$ cat src/rtl/usb_cmd_responder_pkg.sv
// Shared definitions for the USB command responder: sync bytes, opcodes,
// header field positions, FSM state encoding and a response-header helper.
package usb_cmd_responder_pkg;

  localparam logic [7:0] SYNC_CMD = 8'h5A;
  localparam logic [7:0] SYNC_RSP = 8'hA5;

  localparam logic [3:0] OP_WRITE  = 4'd1;
  localparam logic [3:0] OP_READ   = 4'd2;
  localparam logic [3:0] OP_STREAM = 4'd3;

  // Header layout: [31:24] sync, [23:20] opcode, [19:16] reserved, [15:0] addr/len
  localparam int unsigned SYNC_LSB  = 24;
  localparam int unsigned OP_LSB    = 20;
  localparam int unsigned RSV_LSB   = 16;
  localparam int unsigned FIELD_LSB = 0;

  typedef enum logic [2:0] {
    S_IDLE,
    S_WR_DATA,
    S_WR_ACK,
    S_RD_REQ,
    S_RD_HDR,
    S_RD_DATA,
    S_ST_HDR,
    S_ST_DATA
  } state_t;

  function automatic logic [31:0] rsp_header(input logic [3:0] op, input logic [15:0] field);
    return {SYNC_RSP, op, 4'h0, field};
  endfunction

endpackage

$ cat src/rtl/usb_cmd_queue.sv
// Synchronous command FIFO (DEPTH x WIDTH, DEPTH a power of two).
// Ports: i_clk/i_rstn (sync active-low), i_push/i_wdata write side,
// i_pop read side with first-word-fall-through o_rdata, o_full/o_empty,
// o_overflow (push rejected this cycle), o_count occupancy.
module usb_cmd_queue #(
  parameter int unsigned DEPTH = 4,
  parameter int unsigned WIDTH = 32
) (
  input  logic                     i_clk,
  input  logic                     i_rstn,
  input  logic                     i_push,
  input  logic [WIDTH-1:0]         i_wdata,
  input  logic                     i_pop,
  output logic [WIDTH-1:0]         o_rdata,
  output logic                     o_full,
  output logic                     o_empty,
  output logic                     o_overflow,
  output logic [$clog2(DEPTH):0]   o_count
);
  localparam int unsigned AW = $clog2(DEPTH);
  localparam logic [AW:0] FULL_CNT = DEPTH[AW:0];

  logic [WIDTH-1:0] r_mem [DEPTH];
  logic [AW-1:0]    r_wptr;
  logic [AW-1:0]    r_rptr;
  logic [AW:0]      r_count;
  logic             w_pop;
  logic             w_push;

  assign o_full     = (r_count == FULL_CNT);
  assign o_empty    = (r_count == '0);
  assign w_pop      = i_pop && !o_empty;
  // A pop in the same cycle frees the slot, so a full queue still accepts.
  assign w_push     = i_push && (!o_full || w_pop);
  assign o_overflow = i_push && !w_push;
  assign o_rdata    = r_mem[r_rptr];
  assign o_count    = r_count;

  always_ff @(posedge i_clk) begin
    if (w_push) r_mem[r_wptr] <= i_wdata;
  end

  always_ff @(posedge i_clk) begin
    if (!i_rstn) begin
      r_wptr  <= '0;
      r_rptr  <= '0;
      r_count <= '0;
    end else begin
      if (w_push) r_wptr <= r_wptr + 1'b1;
      if (w_pop)  r_rptr <= r_rptr + 1'b1;
      case ({w_push, w_pop})
        2'b10:   r_count <= r_count + 1'b1;
        2'b01:   r_count <= r_count - 1'b1;
        default: r_count <= r_count;
      endcase
    end
  end

endmodule

$ cat src/rtl/usb_cmd_responder.sv
// Host command parser/responder. Queues host words, decodes WRITE/READ/STREAM
// headers, drives a simple register bus and frames responses to the TX side.
// Ports: sys_clk/resetn (sync active-low); cmd_valid/cmd_data host words;
// rsp_ready/rsp_en/rsp_data response stream; reg_* register bus;
// tdc_valid/tdc_data/tdc_ready sample stream; err_cnt/drop_cnt saturating.
module usb_cmd_responder
  import usb_cmd_responder_pkg::*;
#(
  parameter int unsigned DATA_WIDTH = 32,
  parameter int unsigned CMDQ_DEPTH = 4,
  parameter int unsigned CNT_WIDTH  = 8
) (
  input  logic                  sys_clk,
  input  logic                  resetn,
  input  logic                  cmd_valid,
  input  logic [DATA_WIDTH-1:0] cmd_data,
  input  logic                  rsp_ready,
  output logic                  rsp_en,
  output logic [DATA_WIDTH-1:0] rsp_data,
  output logic                  reg_wr_en,
  output logic                  reg_rd_en,
  output logic [15:0]           reg_addr,
  output logic [DATA_WIDTH-1:0] reg_wdata,
  input  logic [DATA_WIDTH-1:0] reg_rdata,
  input  logic                  tdc_valid,
  input  logic [DATA_WIDTH-1:0] tdc_data,
  output logic                  tdc_ready,
  output logic [CNT_WIDTH-1:0]  err_cnt,
  output logic [CNT_WIDTH-1:0]  drop_cnt
);
  localparam int unsigned QCW = $clog2(CMDQ_DEPTH) + 1;

  state_t                r_state, w_state_nxt;
  logic [DATA_WIDTH-1:0] w_q_head;
  logic                  w_q_empty, w_q_full, w_q_ovf;
  logic [QCW-1:0]        w_q_count;
  logic                  w_pop, w_hdr_ok, w_bad, w_wr_latch, w_xfer;
  logic                  w_rsp_en, w_tdc_ready;
  logic [DATA_WIDTH-1:0] w_rsp_data;
  logic [31:0]           w_rsp_hdr;
  logic                  w_unused;

  logic [3:0]            r_op;
  logic [15:0]           r_addr;
  logic [15:0]           r_remaining;
  logic [DATA_WIDTH-1:0] r_wdata;
  logic [DATA_WIDTH-1:0] r_rdata;
  logic                  r_wr_stb;
  logic                  r_rd_cap;
  logic [CNT_WIDTH-1:0]  r_err;
  logic [CNT_WIDTH-1:0]  r_drop;

  usb_cmd_queue #(
    .DEPTH (CMDQ_DEPTH),
    .WIDTH (DATA_WIDTH)
  ) u_queue (
    .i_clk      (sys_clk),
    .i_rstn     (resetn),
    .i_push     (cmd_valid),
    .i_wdata    (cmd_data),
    .i_pop      (w_pop),
    .o_rdata    (w_q_head),
    .o_full     (w_q_full),
    .o_empty    (w_q_empty),
    .o_overflow (w_q_ovf),
    .o_count    (w_q_count)
  );

  assign w_unused  = &{1'b0, w_q_full, w_q_count};
  assign w_rsp_hdr = rsp_header(r_op, r_addr);

  always_comb begin
    w_state_nxt = r_state;
    w_pop       = 1'b0;
    w_hdr_ok    = 1'b0;
    w_bad       = 1'b0;
    w_wr_latch  = 1'b0;
    w_xfer      = 1'b0;
    w_rsp_en    = 1'b0;
    w_rsp_data  = '0;
    w_tdc_ready = 1'b0;
    case (r_state)
      S_IDLE: begin
        if (!w_q_empty) begin
          w_pop = 1'b1;
          if (w_q_head[SYNC_LSB +: 8] != SYNC_CMD || w_q_head[RSV_LSB +: 4] != 4'h0) begin
            w_bad = 1'b1;
          end else begin
            w_hdr_ok = 1'b1;
            case (w_q_head[OP_LSB +: 4])
              OP_WRITE:  w_state_nxt = S_WR_DATA;
              OP_READ:   w_state_nxt = S_RD_REQ;
              OP_STREAM: w_state_nxt = S_ST_HDR;
              default: begin
                w_hdr_ok = 1'b0;
                w_bad    = 1'b1;
              end
            endcase
          end
        end
      end
      // Data is popped and registered first; the strobe cycle follows so
      // reg_wdata and reg_wr_en come out of flops together.
      S_WR_DATA: begin
        if (r_wr_stb) begin
          w_state_nxt = S_WR_ACK;
        end else if (!w_q_empty) begin
          w_pop      = 1'b1;
          w_wr_latch = 1'b1;
        end
      end
      S_WR_ACK: begin
        if (rsp_ready) begin
          w_rsp_en    = 1'b1;
          w_rsp_data  = w_rsp_hdr;
          w_state_nxt = S_IDLE;
        end
      end
      S_RD_REQ: w_state_nxt = S_RD_HDR;
      S_RD_HDR: begin
        if (rsp_ready) begin
          w_rsp_en    = 1'b1;
          w_rsp_data  = w_rsp_hdr;
          w_state_nxt = S_RD_DATA;
        end
      end
      S_RD_DATA: begin
        if (rsp_ready) begin
          w_rsp_en    = 1'b1;
          w_rsp_data  = r_rdata;
          w_state_nxt = S_IDLE;
        end
      end
      S_ST_HDR: begin
        if (rsp_ready) begin
          w_rsp_en    = 1'b1;
          w_rsp_data  = w_rsp_hdr;
          w_state_nxt = (r_addr == 16'd0) ? S_IDLE : S_ST_DATA;
        end
      end
      S_ST_DATA: begin
        w_tdc_ready = rsp_ready;
        if (rsp_ready && tdc_valid) begin
          w_xfer     = 1'b1;
          w_rsp_en   = 1'b1;
          w_rsp_data = tdc_data;
          if (r_remaining == 16'd1) w_state_nxt = S_IDLE;
        end
      end
      default: w_state_nxt = S_IDLE;
    endcase
  end

  always_ff @(posedge sys_clk) begin
    if (!resetn) begin
      r_state     <= S_IDLE;
      r_op        <= '0;
      r_addr      <= '0;
      r_remaining <= '0;
      r_wdata     <= '0;
      r_rdata     <= '0;
      r_wr_stb    <= 1'b0;
      r_rd_cap    <= 1'b0;
      r_err       <= '0;
      r_drop      <= '0;
    end else begin
      r_state  <= w_state_nxt;
      r_wr_stb <= w_wr_latch;
      // High exactly on the RD_HDR entry cycle, when reg_rdata is valid.
      r_rd_cap <= (r_state == S_RD_REQ);
      if (w_hdr_ok) begin
        r_op   <= w_q_head[OP_LSB +: 4];
        r_addr <= w_q_head[FIELD_LSB +: 16];
      end
      if (w_wr_latch) r_wdata <= w_q_head;
      if (r_rd_cap)   r_rdata <= reg_rdata;
      if (r_state == S_ST_HDR && rsp_ready) r_remaining <= r_addr;
      else if (w_xfer)                      r_remaining <= r_remaining - 16'd1;
      if (w_bad && r_err != '1)    r_err  <= r_err + 1'b1;
      if (w_q_ovf && r_drop != '1) r_drop <= r_drop + 1'b1;
    end
  end

  assign rsp_en    = w_rsp_en;
  assign rsp_data  = w_rsp_data;
  assign reg_wr_en = r_wr_stb;
  assign reg_rd_en = (r_state == S_RD_REQ);
  assign reg_addr  = r_addr;
  assign reg_wdata = r_wdata;
  assign tdc_ready = w_tdc_ready;
  assign err_cnt   = r_err;
  assign drop_cnt  = r_drop;

endmodule

$ cat config.mk
export PLATFORM = sky130hd
export DESIGN_NAME = usb_cmd_responder
export DESIGN_NICKNAME = d
export VERILOG_FILES = /design/src/rtl/usb_cmd_responder_pkg.sv /design/src/rtl/usb_cmd_queue.sv /design/src/rtl/usb_cmd_responder.sv
export SDC_FILE = /design/constraint.sdc
export NUM_CORES = 1
export LEC_CHECK = 0
export CAP_MARGIN = 25
export CORE_MARGIN = 4
export CORE_UTILIZATION = 49
export DETAILED_ROUTE_END_ITERATION = 6
export PLACE_DENSITY = 0.73
export REMOVE_ABC_BUFFERS = 1
export SETUP_SLACK_MARGIN = 0.5
export SLEW_MARGIN = 20
export SYNTH_ARGS = -nofsm -noshare
export SYNTH_HDL_FRONTEND = slang
export SYNTH_SLANG_ARGS = --single-unit
$ cat constraint.sdc
create_clock -name sys_clk -period 3.9 [get_ports sys_clk]
set_input_delay 0.39 -clock sys_clk [delete_from_list [all_inputs] [get_ports sys_clk]]
set_output_delay 0.39 -clock sys_clk [all_outputs]
set_load 0.005 [all_outputs]
# Yosys cells after proc, flatten, opt, wreduce, memory -nomap -nowiden
# Memory sizes are Yosys's and may differ from the RTL's. A register that Yosys moved wholly into a read port is not among the register bits.
# Cells that the tools add are included.
# totals
regBits,128
mem_bits_rw,128
inputBits,101
output_inout_bits,100
n_memories,1
# memory_table
name,depth,width,read_ports,rd_clocked_by_memory_dff,wr,line_no,source
u_queue.r_mem,4,32,1,1,1,usb_cmd_queue.sv:23,logic [WIDTH-1:0] r_mem [DEPTH];
# op_classes
n_addsub,7
n_eq_ne,26
mux,39
reduce_logical,23
# op_table
operator,n
$mux 32,3
$pmux 32 s3,1
$mux 16,2
$mux 3,9
$pmux 3 s7,1
$mux 1,17
$add 8x1->8 const B,2
$eq 16x1->1 const B,1
$logic_not 16->1,1
$ne 8x8->1 const B,2
$sub 16x1->16 const B,1
$eq 3x3->1 const B,5
$ne 2x2->1 const B,7
$pmux 3 s3,1
$reduce_and 9->1,1
$eq 4x2->1 const B,2
$ne 8x7->1 const B,1
$logic_and 1x1->1,7
$eq 3x2->1 const B,2
$logic_not 3->1,2
$pmux 3 s2,1
$reduce_or 3->1,2
$add 2x1->2 const B,2
$eq 4x1->1 const B,1
15 further kinds,21

# Logic depth before layout (Yosys ltp)
# logic_depth
ltp_word,10
depth_mapped,11
mapped_depth_nobuf,10

# Modules after synthesis
# Synthesis repeated with hierarchy kept, for this count alone.
# unflattened
cells_unflattened,864
hier_area_um2,10608.9
# by_module_without_submodules
mod,instances,cells_each,area_each_um2
usb_cmd_responder,1,641,5441.5
usb_cmd_queue,1,223,5167.5

# Worst setup path before layout
# Ideal clock, no wire load.
# synth_timing
path_type,reg-to-reg
startpoint,register with a tool-made name
endpoint,register r_op[0]
setup_time_ns,0.132
arrival_time_ns,2.661
required_ns,3.768
path_slack_ns,1.107
path_stages_with_launch,10
n_path_buf,4
synth_period_minus_slack_ns,2.793
cell_sequence,dfxtp_1 -> buf_6 -> buf_8 -> mux4_1 -> or4b_4 -> or4_1 -> buf_2 -> buf_6 -> o21ai_1 -> a21oi_1
# synth_rtl
element,line_no,source
"end signal, assigned",usb_cmd_responder.sv:172,r_op <= w_q_head[OP_LSB +: 4];
"end, declared",usb_cmd_responder.sv:43,logic [3:0] r_op;

==> parameters.txt <==
Parameter                              Value

Global routing
  Overall fraction of global-route tracks in use    21.5%
  Vias in the first global route    7714
  Global-route wire length before repair    41700 um
  Pin count of the biggest net entering global routing    92
  Aggregate global routing overflow    0
  Antenna violations before repair    0

Hold path
  Kind of path behind the tightest hold check    reg2reg

Synth
  Synthesized instance count    871
  Seq cells post-synth    258
  Yosys warns    0
  Sequential area share after synthesis    61.1%
  Synth async-reset ratio    0%
  Number of enable-type register cells in the synthesized netlist    128
  Mean cell area of the mapped netlist    12.1 um2
  Number of unique standard cell types used by synthesis    60
  Synth Flop Type    sky130_fd_sc_hd__dfxtp_1
  Cell Area, Synth    10500 um2

Placed design
  Count of port buffers added during placement    200
  Cells after DPL    1312
  Half-perimeter wire length after placement    17700 um
  Setup slack after placement    0.559 ns
  RePlAce Congestion    0.883

Setup path
  Crit-path max FO    19
  Flop-to-flop setup slack    0.73 ns
  Arr. time, crit path    3.54 ns
  Critical Path Sink Type    register
  Critical Path Source Type    register
  Required time at the endpoint of the critical path    4.27 ns
  Kind of critical path    reg2reg

Floorplan
  Vertical extent of the die    155 um
  Initial cell density of the core    50.0%
  Number of rows created at floorplan    53
  Die area    23900 um2
  Horizontal extent of the die    155 um
  Count of boundary I/O pins    201
  Area inside the core boundary    21100 um2

Timing
  Sum Neg Setup Slack    0 ns
  Transition time of the tightest slew-check pin    1.01 ns
  Number of endpoints failing setup at the final stage    0
  Unrepaired setup endpoints after global routing    no
  Worst clock skew on the final layout    0.0187 ns
  Final period demand of the worst path    3.17 ns
  Share of the clock period used by the worst path    81.4%
  Worst slew margin    32.7%
  Highest Clock Rate    315 MHz
  Final Max Slew Viols    0
  Final number of hold-violating endpoints    0
  Worst setup slack after layout    0.727 ns

Pwr
  Part of the total power dissipated in combinational logic    16.1%
  Sw Pwr    0.00164 W
  Leakage power figure    4.64 nW
  Int Pwr    0.00476 W
  Clk pwr share    36.2%
  Switch share    25.6%
  Largest vdd supply drop    0.401 mV
  Pwr/cell area    469 nW/um2
  Post-layout total power    0.00640 W
  Portion of total power attributed to sequential cells    47.7%

Drt
  Number of search-and-repair iterations in the first detailed-routing pass    5
  Ratio of routed vias to standard cells    5.74
  Final wirelength    26300 um
  DRC Markers    0
  Detail-routed net length per standard cell    19.4 um
  Total vias in the final route    7804
  Drt first-iter violations    749
  Post-detailed-route count of antenna-violating nets    0

Run
  Max-Cap Viols    0

Clock network
  Post-CTS setup repair buffer count    0
  Root buffer cell    sky130_fd_sc_hd__clkbuf_16
  Number of buffers created by CTS    26
  # H-tree levels    1
  CTS clk-pin slew, worst paths    0.06 ns
  Clock Latency Late Sink    0.53 ns
  TritonCTS clock tree    built
  Number of buffers added to fix hold violations after cts    0
  Longest Clk Path Bufs    3
  CTS sink count    258
  Number of resized instances in the post-cts repair step    0

Cells and area
  Most used cells in the layout excluding fill and tap cells    sky130_fd_sc_hd__clkdlybuf4s50_1, sky130_fd_sc_hd__dfxtp_1, sky130_fd_sc_hd__edfxtp_1
  Antenna diode count    0
  Proportion of layout cells with a drive suffix above 1    8.66%
  Final non-filler cell total    1360
  Leading cell type in the layout, fill and taps excluded    sky130_fd_sc_hd__clkdlybuf4s50_1
  Share of the core filled with cells in the final layout    64.6%
  Net count, final    1176
  Filler cells    1644
  Area growth from synthesis to layout    29.2%

Status
  Outcome    completed
[layout make-up]
| class | instances | area (um2) | share of cell area, % |
|---|---|---|---|
| Sequential cell | 258 | 6450 | 47.3 |
| Multi-Input combinational cell | 524 | 3740 | 27.5 |
| Timing Repair Buffer | 220 | 2150 | 15.8 |
| Clock buffer | 37 | 712 | 5.22 |
| Tap cell | 275 | 344 | 2.53 |
| Inverter | 35 | 134 | 0.982 |
| Clock inverter | 11 | 90.1 | 0.661 |
[registers in the layout (all words and copies together) (netlist names), named ones only]
register         cells
r_rd_cap             1
u_queue.o_count      3
r_rdata             32
err_cnt              8
drop_cnt             8
reg_addr            16
r_state              3
reg_wr_en            1
u_queue.r_mem      128
r_remaining         16
reg_wdata           32
u_queue.r_rptr       2
r_op                 4
u_queue.r_wptr       2
[cell usage after synthesis (4+ instances only)]
library cell	count	area [um2]
sky130_fd_sc_hd__dfxtp_1	130	2600
sky130_fd_sc_hd__edfxtp_1	128	3840
sky130_fd_sc_hd__nand2_1	83	312
sky130_fd_sc_hd__a21oi_1	76	380
sky130_fd_sc_hd__nor2_1	76	285
sky130_fd_sc_hd__clkbuf_1	41	154
sky130_fd_sc_hd__nand3_1	36	180
sky130_fd_sc_hd__inv_1	35	131
sky130_fd_sc_hd__mux2i_1	33	330
sky130_fd_sc_hd__mux4_2	23	518
sky130_fd_sc_hd__o21ai_0	22	110
sky130_fd_sc_hd__a222oi_1	20	200
sky130_fd_sc_hd__nor3_1	11	55.1
sky130_fd_sc_hd__nor4_1	11	68.8
sky130_fd_sc_hd__o21ai_1	10	50.1
sky130_fd_sc_hd__xnor2_1	10	87.6
sky130_fd_sc_hd__ha_1	9	113
sky130_fd_sc_hd__mux4_1	9	236
sky130_fd_sc_hd__a22o_1	8	70.1
sky130_fd_sc_hd__and3_1	8	50.1
sky130_fd_sc_hd__or3_1	7	43.8
sky130_fd_sc_hd__and2_1	5	31.3
sky130_fd_sc_hd__buf_1	5	18.8
sky130_fd_sc_hd__o311ai_0	5	43.8
sky130_fd_sc_hd__a221o_1	4	40.0
sky130_fd_sc_hd__buf_2	4	20.0
sky130_fd_sc_hd__nand4_1	4	25.0
sky130_fd_sc_hd__o31ai_1	4	30.0
sky130_fd_sc_hd__or4_1	4	30.0
[cell families after synthesis]
kind of cell,Yosys count,share of synthesized area [%]
fa+ha+maj,10,1.26
buf+inv,89,3.54
compound gates,178,11.2
xor+xnor,13,1.08
flops,258,61.1
mux,65,10.3
simple gates,258,11.6
[power by group through the flow]
stage | clock network [W] | registers (W) | logic (W)
after CTS | 0.00237 | 0.00305 | 0.00104
final | 0.00231 | 0.00305 | 0.00103
after global routing | 0.00249 | 0.00306 | 0.00113
after floorplan | 0 | 0.00312 | 0.000621
after global placement | 0 | 0.00310 | 0.00101
after detailed placement | 0 | 0.00311 | 0.00102
[metrics by stage]
stage	hold slack, ns	cell area (um2)
finish	0.455	13600
floorplan	0.451	10300
global route	0.474	13600
CTS	0.458	13600
detailed placement	0.449	12800
global placement	0.444	12800
[final timing paths]
kind / startpoint / endpoint / cells after the start
setup / recovery: register / reg_addr[3]$_SDFFE_PN0P_ / 5
hold / removal: reg_wdata[3]$_SDFFE_PN0N_ / reg_wdata[3]$_SDFFE_PN0N_ / 2
setup reg to reg: register / reg_addr[3]$_SDFFE_PN0P_ / 5
hold reg to reg: reg_wdata[3]$_SDFFE_PN0N_ / reg_wdata[3]$_SDFFE_PN0N_ / 2
[layer usage]
layer / GRT usage [%] / vias to the layer above / wire length, um
li1: - / 3662 / -
met3: 3.95 / 44 / 2060
met4: 5.00 / 0 / 477
met1: 29.0 / 3782 / 11100
met5: 0 / - / 0
met2: 36.4 / 316 / 12700
[critical path: stages, from the launching register on]
cell and delay [ns]:
sky130_fd_sc_hd__dfxtp_4 0.55, sky130_fd_sc_hd__mux4_1 0.64, sky130_fd_sc_hd__or4b_4 0.60, sky130_fd_sc_hd__or4_1 0.82, sky130_fd_sc_hd__o21ai_0 0.27, sky130_fd_sc_hd__a21oi_1 0.10
(Power assumes the default switching activity.)
